<file path="config.mk">
export PLATFORM = sky130hd
export DESIGN_NAME = ahb_lite_decoder
export DESIGN_NICKNAME = d
export VERILOG_FILES = /design/src/rtl/ahb_dec_pkg.sv /design/src/rtl/ahb_default_slave.sv /design/src/rtl/ahb_lite_decoder.sv
export SDC_FILE = /design/constraint.sdc
export NUM_CORES = 1
export LEC_CHECK = 0
export CAP_MARGIN = 20
export CORE_MARGIN = 4
export CORE_UTILIZATION = 35
export DETAILED_ROUTE_END_ITERATION = 10
export GPL_ROUTABILITY_DRIVEN = 0
export PLACE_DENSITY = 0.92
export SYNTH_ARGS = -nofsm -noshare
export SYNTH_HDL_FRONTEND = slang
export SYNTH_SLANG_ARGS = --single-unit
</file>
<file path="constraint.sdc">
create_clock -name cpu_clk -period 2.9 [get_ports cpu_clk]
set_input_delay 0.58 -clock cpu_clk [delete_from_list [all_inputs] [get_ports cpu_clk]]
set_output_delay 0.58 -clock cpu_clk [all_outputs]
set_load 0.005 [all_outputs]
</file>
<file path="src/rtl/ahb_dec_pkg.sv">
// Shared encodings for the AHB-Lite decoder: transfer types, responses and
// the default-slave state enum.
package ahb_dec_pkg;

    localparam logic [1:0] HTRANS_IDLE   = 2'b00;
    localparam logic [1:0] HTRANS_BUSY   = 2'b01;
    localparam logic [1:0] HTRANS_NONSEQ = 2'b10;
    localparam logic [1:0] HTRANS_SEQ    = 2'b11;

    localparam logic HRESP_OKAY  = 1'b0;
    localparam logic HRESP_ERROR = 1'b1;

    localparam logic [7:0] ERR_CNT_MAX = 8'hFF;

    typedef enum logic [1:0] {
        DS_IDLE = 2'd0,
        DS_ERR1 = 2'd1,
        DS_ERR2 = 2'd2
    } ds_state_t;

endpackage

</file>
<file path="src/rtl/ahb_default_slave.sv">
// Default slave: produces the two-cycle AHB ERROR response for transfers
// that no slave claims, and records the first failing address plus a
// saturating error count.
//
// Handshake: a transfer is accepted on a rising edge where hready=1 and the
// address phase carries NONSEQ/SEQ; "unclaimed" marks that no slave matched.
module ahb_default_slave
    import ahb_dec_pkg::*;
(
    input  logic        cpu_clk,
    input  logic        pwrup_rst_n,
    input  logic        hready,
    input  logic        unclaimed,
    input  logic [31:0] haddr,
    input  logic        err_clr,
    output logic [1:0]  state,
    output logic        ds_hready,
    output logic        ds_hresp,
    output logic        err_valid,
    output logic [31:0] err_addr,
    output logic [7:0]  err_cnt
);

    ds_state_t state_q;
    ds_state_t state_d;
    logic      accept;

    // Every entry into DS_ERR1 is exactly one accepted unclaimed transfer.
    assign accept = hready & unclaimed;
    assign state  = state_q;

    // State register.
    always_ff @(posedge cpu_clk or negedge pwrup_rst_n) begin
        if (!pwrup_rst_n) begin
            state_q <= DS_IDLE;
        end else begin
            state_q <= state_d;
        end
    end

    // Next state and the error response driven in each state.
    always_comb begin
        state_d   = state_q;
        ds_hready = 1'b1;
        ds_hresp  = HRESP_OKAY;
        case (state_q)
            DS_IDLE: begin
                if (accept) begin
                    state_d = DS_ERR1;
                end
            end
            DS_ERR1: begin
                ds_hready = 1'b0;
                ds_hresp  = HRESP_ERROR;
                state_d   = DS_ERR2;
            end
            DS_ERR2: begin
                ds_hresp = HRESP_ERROR;
                state_d  = accept ? DS_ERR1 : DS_IDLE;
            end
            default: begin
                state_d = DS_IDLE;
            end
        endcase
    end

    // Error capture; a clear in the same cycle as an error drops that error.
    always_ff @(posedge cpu_clk or negedge pwrup_rst_n) begin
        if (!pwrup_rst_n) begin
            err_valid <= 1'b0;
            err_addr  <= 32'h0;
            err_cnt   <= 8'h0;
        end else if (err_clr) begin
            err_valid <= 1'b0;
            err_addr  <= 32'h0;
            err_cnt   <= 8'h0;
        end else if (accept) begin
            if (!err_valid) begin
                err_addr <= haddr;
            end
            err_valid <= 1'b1;
            if (err_cnt != ERR_CNT_MAX) begin
                err_cnt <= err_cnt + 8'd1;
            end
        end
    end

endmodule

</file>
<file path="src/rtl/ahb_lite_decoder.sv">
// AHB-Lite address decoder and response multiplexer with a built-in default
// slave for unmapped addresses.
//
// Handshake: the address phase on m_haddr/m_htrans is accepted on a rising
// edge with m_hready=1; the data phase then completes on the first later
// edge where m_hready=1. m_hready is also the HREADY_IN seen by all slaves.
module ahb_lite_decoder
    import ahb_dec_pkg::*;
#(
    parameter int          N_SLAVES = 2,
    parameter int          DATA_W   = 32,
    parameter logic [31:0] SLV_BASE [N_SLAVES] = '{32'hFFDF_0000, 32'hFFFE_0000},
    parameter logic [31:0] SLV_MASK [N_SLAVES] = '{32'hFFFF_0000, 32'hFFFE_0000}
) (
    input  logic                       cpu_clk,
    input  logic                       pwrup_rst_n,
    input  logic [31:0]                m_haddr,
    input  logic [1:0]                 m_htrans,
    output logic                       m_hready,
    output logic                       m_hresp,
    output logic [DATA_W-1:0]          m_hrdata,
    output logic [N_SLAVES-1:0]        s_hsel,
    input  logic [N_SLAVES-1:0]        s_hreadyout,
    input  logic [N_SLAVES-1:0]        s_hresp,
    input  logic [N_SLAVES*DATA_W-1:0] s_hrdata,
    input  logic                       err_clr,
    output logic                       err_valid,
    output logic [31:0]                err_addr,
    output logic [7:0]                 err_cnt
);

    localparam int IDX_W = (N_SLAVES > 1) ? $clog2(N_SLAVES) : 1;

    logic             dec_hit;
    logic [IDX_W-1:0] dec_idx;
    logic             is_xfer;
    logic             dph_act;
    logic             dph_def;
    logic [IDX_W-1:0] dph_idx;
    logic [1:0]       ds_state;
    logic             ds_busy;
    logic             ds_hready;
    logic             ds_hresp;

    assign is_xfer = (m_htrans == HTRANS_NONSEQ) || (m_htrans == HTRANS_SEQ);
    assign ds_busy = (ds_state != DS_IDLE);

    // Address decode; scanning downward lets the lowest matching index win.
    always_comb begin
        dec_hit = 1'b0;
        dec_idx = '0;
        for (int i = N_SLAVES - 1; i >= 0; i--) begin
            if ((m_haddr & SLV_MASK[i]) == SLV_BASE[i]) begin
                dec_hit = 1'b1;
                dec_idx = i[IDX_W-1:0];
            end
        end
    end

    // One-hot select, independent of the transfer type.
    always_comb begin
        s_hsel = '0;
        for (int i = 0; i < N_SLAVES; i++) begin
            if (dec_hit && (dec_idx == i[IDX_W-1:0])) begin
                s_hsel[i] = 1'b1;
            end
        end
    end

    // Data-phase bookkeeping, advanced only when the bus accepts an address.
    always_ff @(posedge cpu_clk or negedge pwrup_rst_n) begin
        if (!pwrup_rst_n) begin
            dph_act <= 1'b0;
            dph_def <= 1'b0;
            dph_idx <= '0;
        end else if (m_hready) begin
            dph_act <= is_xfer & dec_hit;
            dph_def <= is_xfer & ~dec_hit;
            dph_idx <= dec_idx;
        end
    end

    // Response mux: default slave overrides, then the active slave, else idle OKAY.
    always_comb begin
        m_hready = 1'b1;
        m_hresp  = HRESP_OKAY;
        m_hrdata = '0;
        if (ds_busy || dph_def) begin
            m_hready = ds_hready;
            m_hresp  = ds_hresp;
        end else if (dph_act) begin
            for (int i = 0; i < N_SLAVES; i++) begin
                if (dph_idx == i[IDX_W-1:0]) begin
                    m_hready = s_hreadyout[i];
                    m_hresp  = s_hresp[i];
                    m_hrdata = s_hrdata[i*DATA_W +: DATA_W];
                end
            end
        end
    end

    ahb_default_slave u_ds (
        .cpu_clk     (cpu_clk),
        .pwrup_rst_n (pwrup_rst_n),
        .hready      (m_hready),
        .unclaimed   (is_xfer & ~dec_hit),
        .haddr       (m_haddr),
        .err_clr     (err_clr),
        .state       (ds_state),
        .ds_hready   (ds_hready),
        .ds_hresp    (ds_hresp),
        .err_valid   (err_valid),
        .err_addr    (err_addr),
        .err_cnt     (err_cnt)
    );

endmodule

</file>
==> qor.yml <==
syn-num-nets: 349
cts_tree: "built"
synth_cell_types: 39
yosys_warnings: 0
clk_path_buf_depth: 2
worst_pin_slew_ns: 0.564
fp.coreArea_mm2: 0.00691
track_usage: 0.195
place_ws_ns: -0.0717
synth-seq-cells: 46
critPathArrivalTime_ns: 2.30
post_drt_via_cell_ratio: 5.01
drt.antenna.violating_nets: 0
die_w_um: 93.0
fin_tns_setup_ns: 0
fmax_ghz: 0.347
io_buffers: 180
async_reset_ff_frac: 1.00
cp_max_fo: 2
place_inst: 509
grt_pass1_wl_um: 13600
worst_setup_path_end_kind: "primary output"
antennaDiodeCount: 0
hp-class: "in -> async"
cts_buffers: 5
cts-root-buf: "clkbuf_8"
peakVddDrop_v: 0.000334
dieArea_mm2: 0.00866
synthTopCellsByArea: "dfrtp_1 45%, mux2i_1 13%, a22o_1 11%"
drc: 0
setup_slack_ns: 0.0154
criticalPathCategory: "in -> out"
vias: 2615
drt-initial-drc-count: 79
htreeDepth: 2
clkSlewWorstSetupHoldPaths_ns: 0.09
layout.cells.non_filler: 522
pin_count: 182
setup_viol_count_final: 0
yosysMostFrequentCell: "dfrtp_1"
netlist_area_mm2: 0.00253
grt_pass1_vias: 2737
fp.dieH_um: 93.0
slew_violations: 0
powerDensity_mw_per_mm2: 453
ys_seq_area_frac: 0.455
area_delta_synth_final_pct: 84.9
synth_enable_flop_cells: 0
worstReg2RegEnd: "u_ds.err_cnt[7]$_DFFE_PN0P_"
synth_commonest_cells: "46 x dfrtp_1, 43 x nor2_1, 34 x mux2i_1"
fin_crit_ns: 2.88
syn_inst: 238
outcome: "complete, no violations"
dp_hpwl_um: 7060
design_area_mm2: 0.00468
r2r_cells: 9
ff2ff_setup_slack_ns: 0.47
skew_ns: 0.00381
cap_violations: 0
leakage_nw: 1.89
cts_sinks: 46
grt_max_degree: 47
placed_area_mm2: 0.00445
slew_headroom: 0.623
grt.overflow.total: 0
antenna_found_initial: 0
nets: 536
final_hold_viol_count: 0
drt_wl_total_um: 8920
num_rows: 30
clock_latency_ns: 0.30
synth_top_area_cell: "dfrtp_1"
drt_first_pass_iters: 4
cp.required_ns: 2.32
critPathLaunchType: "input port"
start_util: 0.366
fin_crit_sh: 0.995
avgSynthCellArea_um2: 10.6
wire_per_inst_um: 17.1
r2r_start: "u_ds.state[0]$_DFFE_PN0P_"
synth_ff_type: "dfrtp_1"
yosysTopAreaCellShare: 0.455
drive_gt1_frac: 0.0915
[registers in the layout (all words and copies together) (netlist names)]
name and cells:
dph_act 1, u_ds.state 2, u_ds.err_valid 1, dph_def 1, u_ds.err_cnt 8, u_ds.err_addr 32, dph_idx 1
[cell families after synthesis]
group                      count (synthesis)  synth area share
AOI/OAI and AO/OA                         51             0.165
xor gates and xnor gates                   3            0.0104
adders and majority gates                  6            0.0297
buffers and inverters                     22            0.0465
DFF                                       46             0.455
muxes                                     37             0.149
and+or+nand+nor                           73             0.145
[report_power, final]
part | total (mW) | leakage (nW) | switching [mW] | internal, mW
sequential | 0.802 | 0.619 | 0.0703 | 0.731
clock | 0.584 | 0.0714 | 0.217 | 0.367
combinational | 0.733 | 1.20 | 0.283 | 0.450
total | 2.12 | 1.89 | 0.570 | 1.55
[layer usage]
layer	routed length, µm	global-route usage	vias up
li1	-	-	1229
met1	3410	0.223	1242
met2	4620	0.358	135
met3	782	0.0523	9
met4	102	0.0525	0
met5	0	0	-
[cell type report]
class                      instances  area (µm²)
fill                             549        2230
timing repair buffer             196        1970
clock buffer                       6        82.6
sequential                        46        1150
clock inverter                     2        60.1
tap                               96         120
inverter                           6        22.5
multi-input combinational        170        1270
[cell usage in the layout (no fill, tap or decap), types with 4 or more instances in the layout]
cell             synthesis  routed
o21ai_0                  5       5
mux2i_1                 34      34
a22o_1                  33      33
dfrtp_1                 46      45
nand4_1                  4       4
inv_1                    6       6
buf_4                    2      12
a21oi_1                  6       5
ha_1                     6       6
nand2_1                  8       8
nor2_1                  43      43
clkbuf_8                 0       6
clkdlybuf4s50_1          0     178
[how the worst max path moves through the flow]
| stage | from | endpoint |
|---|---|---|
| finish | m_haddr[29] | s_hsel[0] |
| detailed placement | m_haddr[21] | u_ds.err_addr[28]$_DFFE_PN0P_ |
| global route | m_haddr[29] | s_hsel[0] |
| CTS | m_haddr[31] | s_hsel[1] |
| floorplan | u_ds.state[0]$_DFFE_PN0P_ | u_ds.err_addr[0]$_DFFE_PN0P_ |
| global placement | m_haddr[21] | u_ds.err_addr[4]$_DFFE_PN0P_ |
[worst max-delay path: stages]
cell	delay (ns)
clkdlybuf4s50_1	0.50
nand4_1	0.17
nor4_2	0.35
and3b_1	0.20
clkdlybuf4s50_1	0.50
[per-stage QoR]
stage / utilization / hold WS, ns / power (mW)
finish: 0.678 / 0.168 / 2.12
global route: 0.678 / 0.182 / 2.23
CTS: 0.666 / 0.474 / 2.12
detailed placement: 0.645 / 0.484 / 1.53
global placement: 0.645 / 0.468 / 1.50
floorplan: - / 0.284 / 1.10
[repair_timing]
| action | 4_1_cts | 5_1_grt |
|---|---|---|
| setup buffers | 0 | 3 |
| setup endpoints to repair | 1 | 35 |
| hold buffers | 0 | 0 |
| gates resized for setup | 1 | 3 |
| pin swaps | 0 | 4 |
Power figures use the tool's default switching activity.
